`config.mk`:
```
export PLATFORM = sky130hd
export DESIGN_NAME = fixedpoint_div
export DESIGN_NICKNAME = d
export VERILOG_FILES = /design/src/rtl/fixedpoint_pkg.sv /design/src/rtl/fixedpoint_div.sv
export SDC_FILE = /design/constraint.sdc
export NUM_CORES = 1
export LEC_CHECK = 0
export BUFFER_PORTS_ARGS = -buffer_cell sky130_fd_sc_hd__buf_2
export CAP_MARGIN = 10
export CORE_MARGIN = 3
export CORE_UTILIZATION = 65
export CTS_CLUSTER_DIAMETER = 30
export CTS_CLUSTER_SIZE = 40
export DETAILED_ROUTE_END_ITERATION = 16
export PLACE_DENSITY = 0.87
export SYNTH_ARGS = -nofsm -noshare
export SYNTH_HDL_FRONTEND = slang
export SYNTH_SLANG_ARGS = --single-unit
export TNS_END_PERCENT = 1
```
`constraint.sdc`:
```
create_clock -name clk -period 7.3 [get_ports clk]
set_clock_uncertainty 0.2 [all_clocks]
set_input_delay 1.095 -clock clk [delete_from_list [all_inputs] [get_ports clk]]
set_output_delay 1.095 -clock clk [all_outputs]
set_load 0.05 [all_outputs]
```
`src/rtl/fixedpoint_pkg.sv`:
```
// Q16.16 fixed-point types and constants shared by the arithmetic units.
// The divider's state enum lives here too.
package fixedpoint;

   localparam int WIDTH     = 32;
   localparam int FRAC      = 16;
   localparam int DIV_STEPS = WIDTH + FRAC;

   typedef logic signed [WIDTH-1:0] number;

   localparam logic [WIDTH-1:0] MAX_POS = 32'h7FFF_FFFF;
   localparam logic [WIDTH-1:0] MIN_NEG = 32'h8000_0000;

   typedef enum logic [1:0] {IDLE, CALC, DONE} div_state_t;

   // The most negative value maps to 0x80000000, which is still correct as an unsigned magnitude.
   function automatic logic [WIDTH-1:0] abs_u(input number x);
      logic [WIDTH-1:0] u;
      u = x;
      return x[WIDTH-1] ? (~u + WIDTH'(1)) : u;
   endfunction

endpackage

```
`src/rtl/fixedpoint_div.sv`:
```
// Sequential signed Q16.16 divider: radix-2 restoring, one quotient bit per cycle.
// Accepts in IDLE, runs DIV_STEPS CALC cycles, presents the result for one DONE cycle.
module fixedpoint_div
   import fixedpoint::*;
#(
   parameter bit SAT = 1'b1
) (
   input  logic  clk,
   input  logic  rst_n,
   input  logic  in_valid,
   input  number num,
   input  number den,
   output logic  in_ready,
   output number quot,
   output logic  out_valid,
   output logic  div_zero
);

   localparam int CW = $clog2(DIV_STEPS);

   div_state_t             state;
   logic                   sign;
   logic                   num_neg;
   logic                   dz;
   logic [WIDTH-1:0]       den_mag;
   logic [WIDTH-1:0]       rem;
   logic [DIV_STEPS-1:0]   dvd;
   logic [DIV_STEPS-1:0]   q;
   logic [CW-1:0]          count;

   logic [WIDTH:0]         r_shift;
   logic [WIDTH:0]         r_sub;
   logic                   ge;
   logic [DIV_STEPS-1:0]   lim;

   // Remainder stays below den_mag, so one extra bit holds the shifted value.
   assign r_shift = {rem, dvd[DIV_STEPS-1]};
   assign r_sub   = r_shift - {1'b0, den_mag};
   assign ge      = (r_shift >= {1'b0, den_mag});

   always_ff @(posedge clk) begin
      if (!rst_n) begin
         state   <= IDLE;
         sign    <= 1'b0;
         num_neg <= 1'b0;
         dz      <= 1'b0;
         den_mag <= '0;
         rem     <= '0;
         dvd     <= '0;
         q       <= '0;
         count   <= '0;
      end else begin
         case (state)
            IDLE: begin
               if (in_valid) begin
                  sign    <= num[WIDTH-1] ^ den[WIDTH-1];
                  num_neg <= num[WIDTH-1];
                  dz      <= (den == '0);
                  den_mag <= abs_u(den);
                  dvd     <= {abs_u(num), {FRAC{1'b0}}};
                  rem     <= '0;
                  q       <= '0;
                  count   <= CW'(DIV_STEPS - 1);
                  state   <= CALC;
               end
            end
            CALC: begin
               dvd <= {dvd[DIV_STEPS-2:0], 1'b0};
               rem <= ge ? r_sub[WIDTH-1:0] : r_shift[WIDTH-1:0];
               q   <= {q[DIV_STEPS-2:0], ge};
               if (count == '0) state <= DONE;
               else             count <= count - CW'(1);
            end
            DONE:    state <= IDLE;
            default: state <= IDLE;
         endcase
      end
   end

   assign in_ready = (state == IDLE);

   // Negative results may reach magnitude 2^31, positive ones only 2^31-1.
   assign lim = sign ? {{FRAC{1'b0}}, MIN_NEG} : {{FRAC{1'b0}}, MAX_POS};

   always_comb begin
      quot      = '0;
      out_valid = 1'b0;
      div_zero  = 1'b0;
      if (state == DONE) begin
         out_valid = 1'b1;
         if (dz) begin
            div_zero = 1'b1;
            quot     = num_neg ? MIN_NEG : MAX_POS;
         end else if (SAT && (q > lim)) begin
            quot = sign ? MIN_NEG : MAX_POS;
         end else begin
            quot = sign ? number'(-q[WIDTH-1:0]) : number'(q[WIDTH-1:0]);
         end
      end
   end

endmodule

```
==> run metrics <==
result of the run=finished clean; Placement Setup Slack=between 2000 and 2500 ps; leftover overflow at the end of global routing=0; Distinct cells, synth=69; level count of the clock H-tree=4; count of yosys warnings during synthesis=0; number of gates given a new drive strength after cts=0; endpoint arrival time on the critical path=4380 ps; most used flip-flop cell after synthesis=sky130_fd_sc_hd__dfxtp_1; core utilization of the finished layout=75.21%; count of clock tree sinks=about 160; TritonCTS buffer count=17; mux contribution to synthesized area=~2.1%; post-synthesis net count=around 1500; grt met3 use=around 5.8%; Worst-Margin Slew=947.0 ps; count of pins on the block boundary=between 100 and 150; synthesized flop and latch total=approximately 160; global-route wire length before repair=43570 µm; share of the cycle needed by the critical path after routing=about 78%; final total negative setup slack=0 ps; Post-Synth Simple-Gate Area=a little under a fifth; depth of the worst hold-timing path=2; number of instances in the synthesized netlist=between 1000 and 1500; Die Area=~0.018 mm²; count of antenna-violating nets left after detailed routing=0; cell taking the most area after synthesis=sky130_fd_sc_hd__dfxtp_1; number of global-route vias before repair=~9200; post-detailed-placement cell area=0.01111 mm²; worst path required time=about 6000 ps; core area=between 0.015 and 0.02 mm²; Inserted Diodes=0; reg2reg path depth=12; share of power burned in registers=40.4%; global placer's final weighted congestion=0.9162; post-synthesis compound-gate area fraction=between 20% and 30%; post-synth top area share=29.48%; cell leakage power=roughly 5.3 nW; clk_lat worst skew=430 ps; largest voltage drop on the vdd net=0.1878 mV; half-perimeter wire length after detailed placement=roughly 18000 µm; Setup crit start kind=register; share of synthesized flip-flops with an asynchronous set or reset=0%; M2 GR Usage=roughly 44%; fraction of power spent switching nets=between 30% and 40%; RSZ-0062 raised after global routing=no; Vias/cell=~6.3; chip height=133.3 µm; number of max-capacitance violations reported=0; max-slew violation count=0; final setup violating endpoints=0; area overhead of the layout relative to synthesis=11.03%; Register-to-Register Setup Slack=between 3000 and 4000 ps; Adder-Cell Fraction of Synth Area=under 10%; Bufs on Longest Clock Path=2; main area contributors after synthesis=sky130_fd_sc_hd__dfxtp_1 (29%), sky130_fd_sc_hd__ha_1 (8.2%), sky130_fd_sc_hd__a21oi_1 (6.9%); number of setup buffers added after CTS=0; initial cell density of the core=a little under 70%; Iteration-0 DRC Markers=936; list of most frequent post-synthesis cells=sky130_fd_sc_hd__dfxtp_1 (155), sky130_fd_sc_hd__nor2_1 (146), sky130_fd_sc_hd__a21oi_1 (145); overall fraction of global-route tracks in use=28.82%; detailed-route via count=roughly 10000; fraction of layout cells with a size suffix above 1=around an eighth; mean cell area of the mapped netlist=7.734 µm²; worst rel slew slack=36.72%; Setup crit end kind=output port; die boundary width=~130 µm; net load switching power=0.7386 mW; port bufs=101; clock transition time at the flip-flop clock pins of the worst setup and hold paths=approximately 70 ps; maximum number of pins on one net before global-route repair=81; fmax=176.2 MHz; final-stage net count=around 1500; worst setup margin=approximately 1600 ps; total power per unit cell area=~200 mW/mm²; hold buffer count at cts=0; number of antenna violations at the first check in global routing=0; synthesized area=0.01053 mm²; kind of path behind the tightest hold check=reg -> reg; post-route standard cell area excluding fillers=approximately 0.012 mm²; residual DRC count=0; number of enable flip-flop cells after synthesis=0; number of rows created at floorplan=45; length of the first detailed-routing pass in iterations=5; sequential-to-total area share from yosys stat=29.48%; GR met1 Demand/Resource=between 40% and 50%; WL/cell=between 15 and 20 µm; type of the setup path with the least slack=reg -> out; Logic pwr share=roughly 22%; combinational family with the most area after synthesis=compound AO/OA/AOI/OAI gates; synthesized-area fraction occupied by xor and xnor cells=7.821%; post-layout minimum cycle time=~5700 ps; CTS tree=done; number of placed instances with taps included=between 1500 and 2000; internal cell power=1.578 mW; non-filler instance count after layout=1635; Clock Power Share=a little under two fifths; number of hold violations in the final report=0; busiest metal layer after global routing=met2; library cell with the highest instance count after synthesis=sky130_fd_sc_hd__dfxtp_1; Clk Tree Root Cell=sky130_fd_sc_hd__clkbuf_16; aggregate routed wire length=between 20000 and 30000 µm; top fanout value on the critical path=42
[worst max-delay path, stage by stage (launching register included)]
cell and delay [ps]:
sky130_fd_sc_hd__dfxtp_2 830, sky130_fd_sc_hd__buf_4 410, sky130_fd_sc_hd__ha_1 210, sky130_fd_sc_hd__nand4_1 140, sky130_fd_sc_hd__or3_1 370, sky130_fd_sc_hd__o221ai_1 240, sky130_fd_sc_hd__o21a_1 730, sky130_fd_sc_hd__a21oi_1 410
sky130_fd_sc_hd__a21oi_1 270, sky130_fd_sc_hd__buf_2 320
[state kept, by name, indices dropped and copies added (netlist names)]
name and cells:
q 48, den_mag 32, dvd 32, rem 32, count 6, state 2
dz 1, num_neg 1, sign 1
[per-stage QoR]
stage               power [mW]  hold WS (ps)
floorplan                1.325         239.4
global placement         1.434         251.8
detailed placement       1.453         257.5
CTS                      2.317         266.8
global route             2.426         298.2
finish                   2.316         268.0
[logic make-up (layout without fill, tap and decap cells)]
kind of cell,after synthesis,in the layout
AOI/OAI and AO/OA,472,472
and+or+nand+nor,414,414
DFF,155,155
buffers and inverters,134,197
xor gates and xnor gates,94,94
adders and majority gates,70,70
muxes,22,22
[final timing paths]
path	startpoint	to
setup reg to reg	den_mag[1]	rem[28]
setup / recovery	sign	quot[0]
hold reg to reg	rem[9]	rem[9]
hold / removal	rem[9]	rem[9]
[routing by layer]
| metal | up-vias | share of wire (%) |
|---|---|---|
| li1 | 5067 | - |
| met2 | 377 | 45 |
| met1 | 4758 | 47 |
| met3 | 35 | 6.8 |
| met4 | 0 | 1.4 |
| met5 | - | 0 |
[cell type report]
type                       count  area [µm²]
timing repair buffer         112       588.1
tap                          211       264.0
clock buffer                  18       439.2
clock inverter                14       136.4
sequential                   155        3104
inverter                      53       198.9
fill                        1195        3852
multi-input combinational   1072        6957
[layout by cell type, fill, tap and decap left out, types with 3 or more instances in the layout]
| cell | n |
|---|---|
| sky130_fd_sc_hd__mux2i_1 | 22 |
| sky130_fd_sc_hd__xnor2_1 | 21 |
| sky130_fd_sc_hd__a211o_1 | 5 |
| sky130_fd_sc_hd__a21oi_1 | 145 |
| sky130_fd_sc_hd__nor4_1 | 12 |
| sky130_fd_sc_hd__or3_1 | 14 |
| sky130_fd_sc_hd__a211oi_1 | 64 |
| sky130_fd_sc_hd__o21bai_1 | 9 |
| sky130_fd_sc_hd__o21a_1 | 9 |
| sky130_fd_sc_hd__ha_1 | 69 |
| sky130_fd_sc_hd__or4_1 | 15 |
| sky130_fd_sc_hd__clkbuf_16 | 17 |
| sky130_fd_sc_hd__buf_4 | 11 |
| sky130_fd_sc_hd__a31oi_1 | 4 |
| sky130_fd_sc_hd__nand2_1 | 125 |
| sky130_fd_sc_hd__clkinv_2 | 4 |
| sky130_fd_sc_hd__nand3_1 | 17 |
| sky130_fd_sc_hd__buf_2 | 101 |
| sky130_fd_sc_hd__or4_4 | 3 |
| sky130_fd_sc_hd__dfxtp_1 | 154 |
| sky130_fd_sc_hd__nor2b_1 | 6 |
| sky130_fd_sc_hd__a22o_1 | 46 |
| sky130_fd_sc_hd__o41ai_1 | 7 |
| sky130_fd_sc_hd__a21o_1 | 32 |
| sky130_fd_sc_hd__and3_1 | 3 |
| sky130_fd_sc_hd__nand2b_1 | 10 |
| sky130_fd_sc_hd__xor2_1 | 73 |
| sky130_fd_sc_hd__nor3_1 | 22 |
| sky130_fd_sc_hd__inv_1 | 52 |
| sky130_fd_sc_hd__o21ai_1 | 4 |
| sky130_fd_sc_hd__or2_2 | 5 |
| sky130_fd_sc_hd__nand4_1 | 18 |
| sky130_fd_sc_hd__o31a_1 | 4 |
| sky130_fd_sc_hd__inv_8 | 4 |
| sky130_fd_sc_hd__o21ai_0 | 91 |
| sky130_fd_sc_hd__o211ai_1 | 4 |
| sky130_fd_sc_hd__a221oi_1 | 3 |
| sky130_fd_sc_hd__and2_1 | 3 |
| sky130_fd_sc_hd__nor2_1 | 145 |
| sky130_fd_sc_hd__o31ai_1 | 21 |
[power groups by stage]
stage | Sequential [mW] | Combinational [mW] | Clock [mW]
floorplan | 0.940 | 0.385 | 0
global placement | 0.952 | 0.482 | 0
detailed placement | 0.954 | 0.499 | 0
CTS | 0.935 | 0.504 | 0.877
global route | 0.943 | 0.569 | 0.914
finish | 0.937 | 0.511 | 0.869
(Power assumes the default switching activity.)
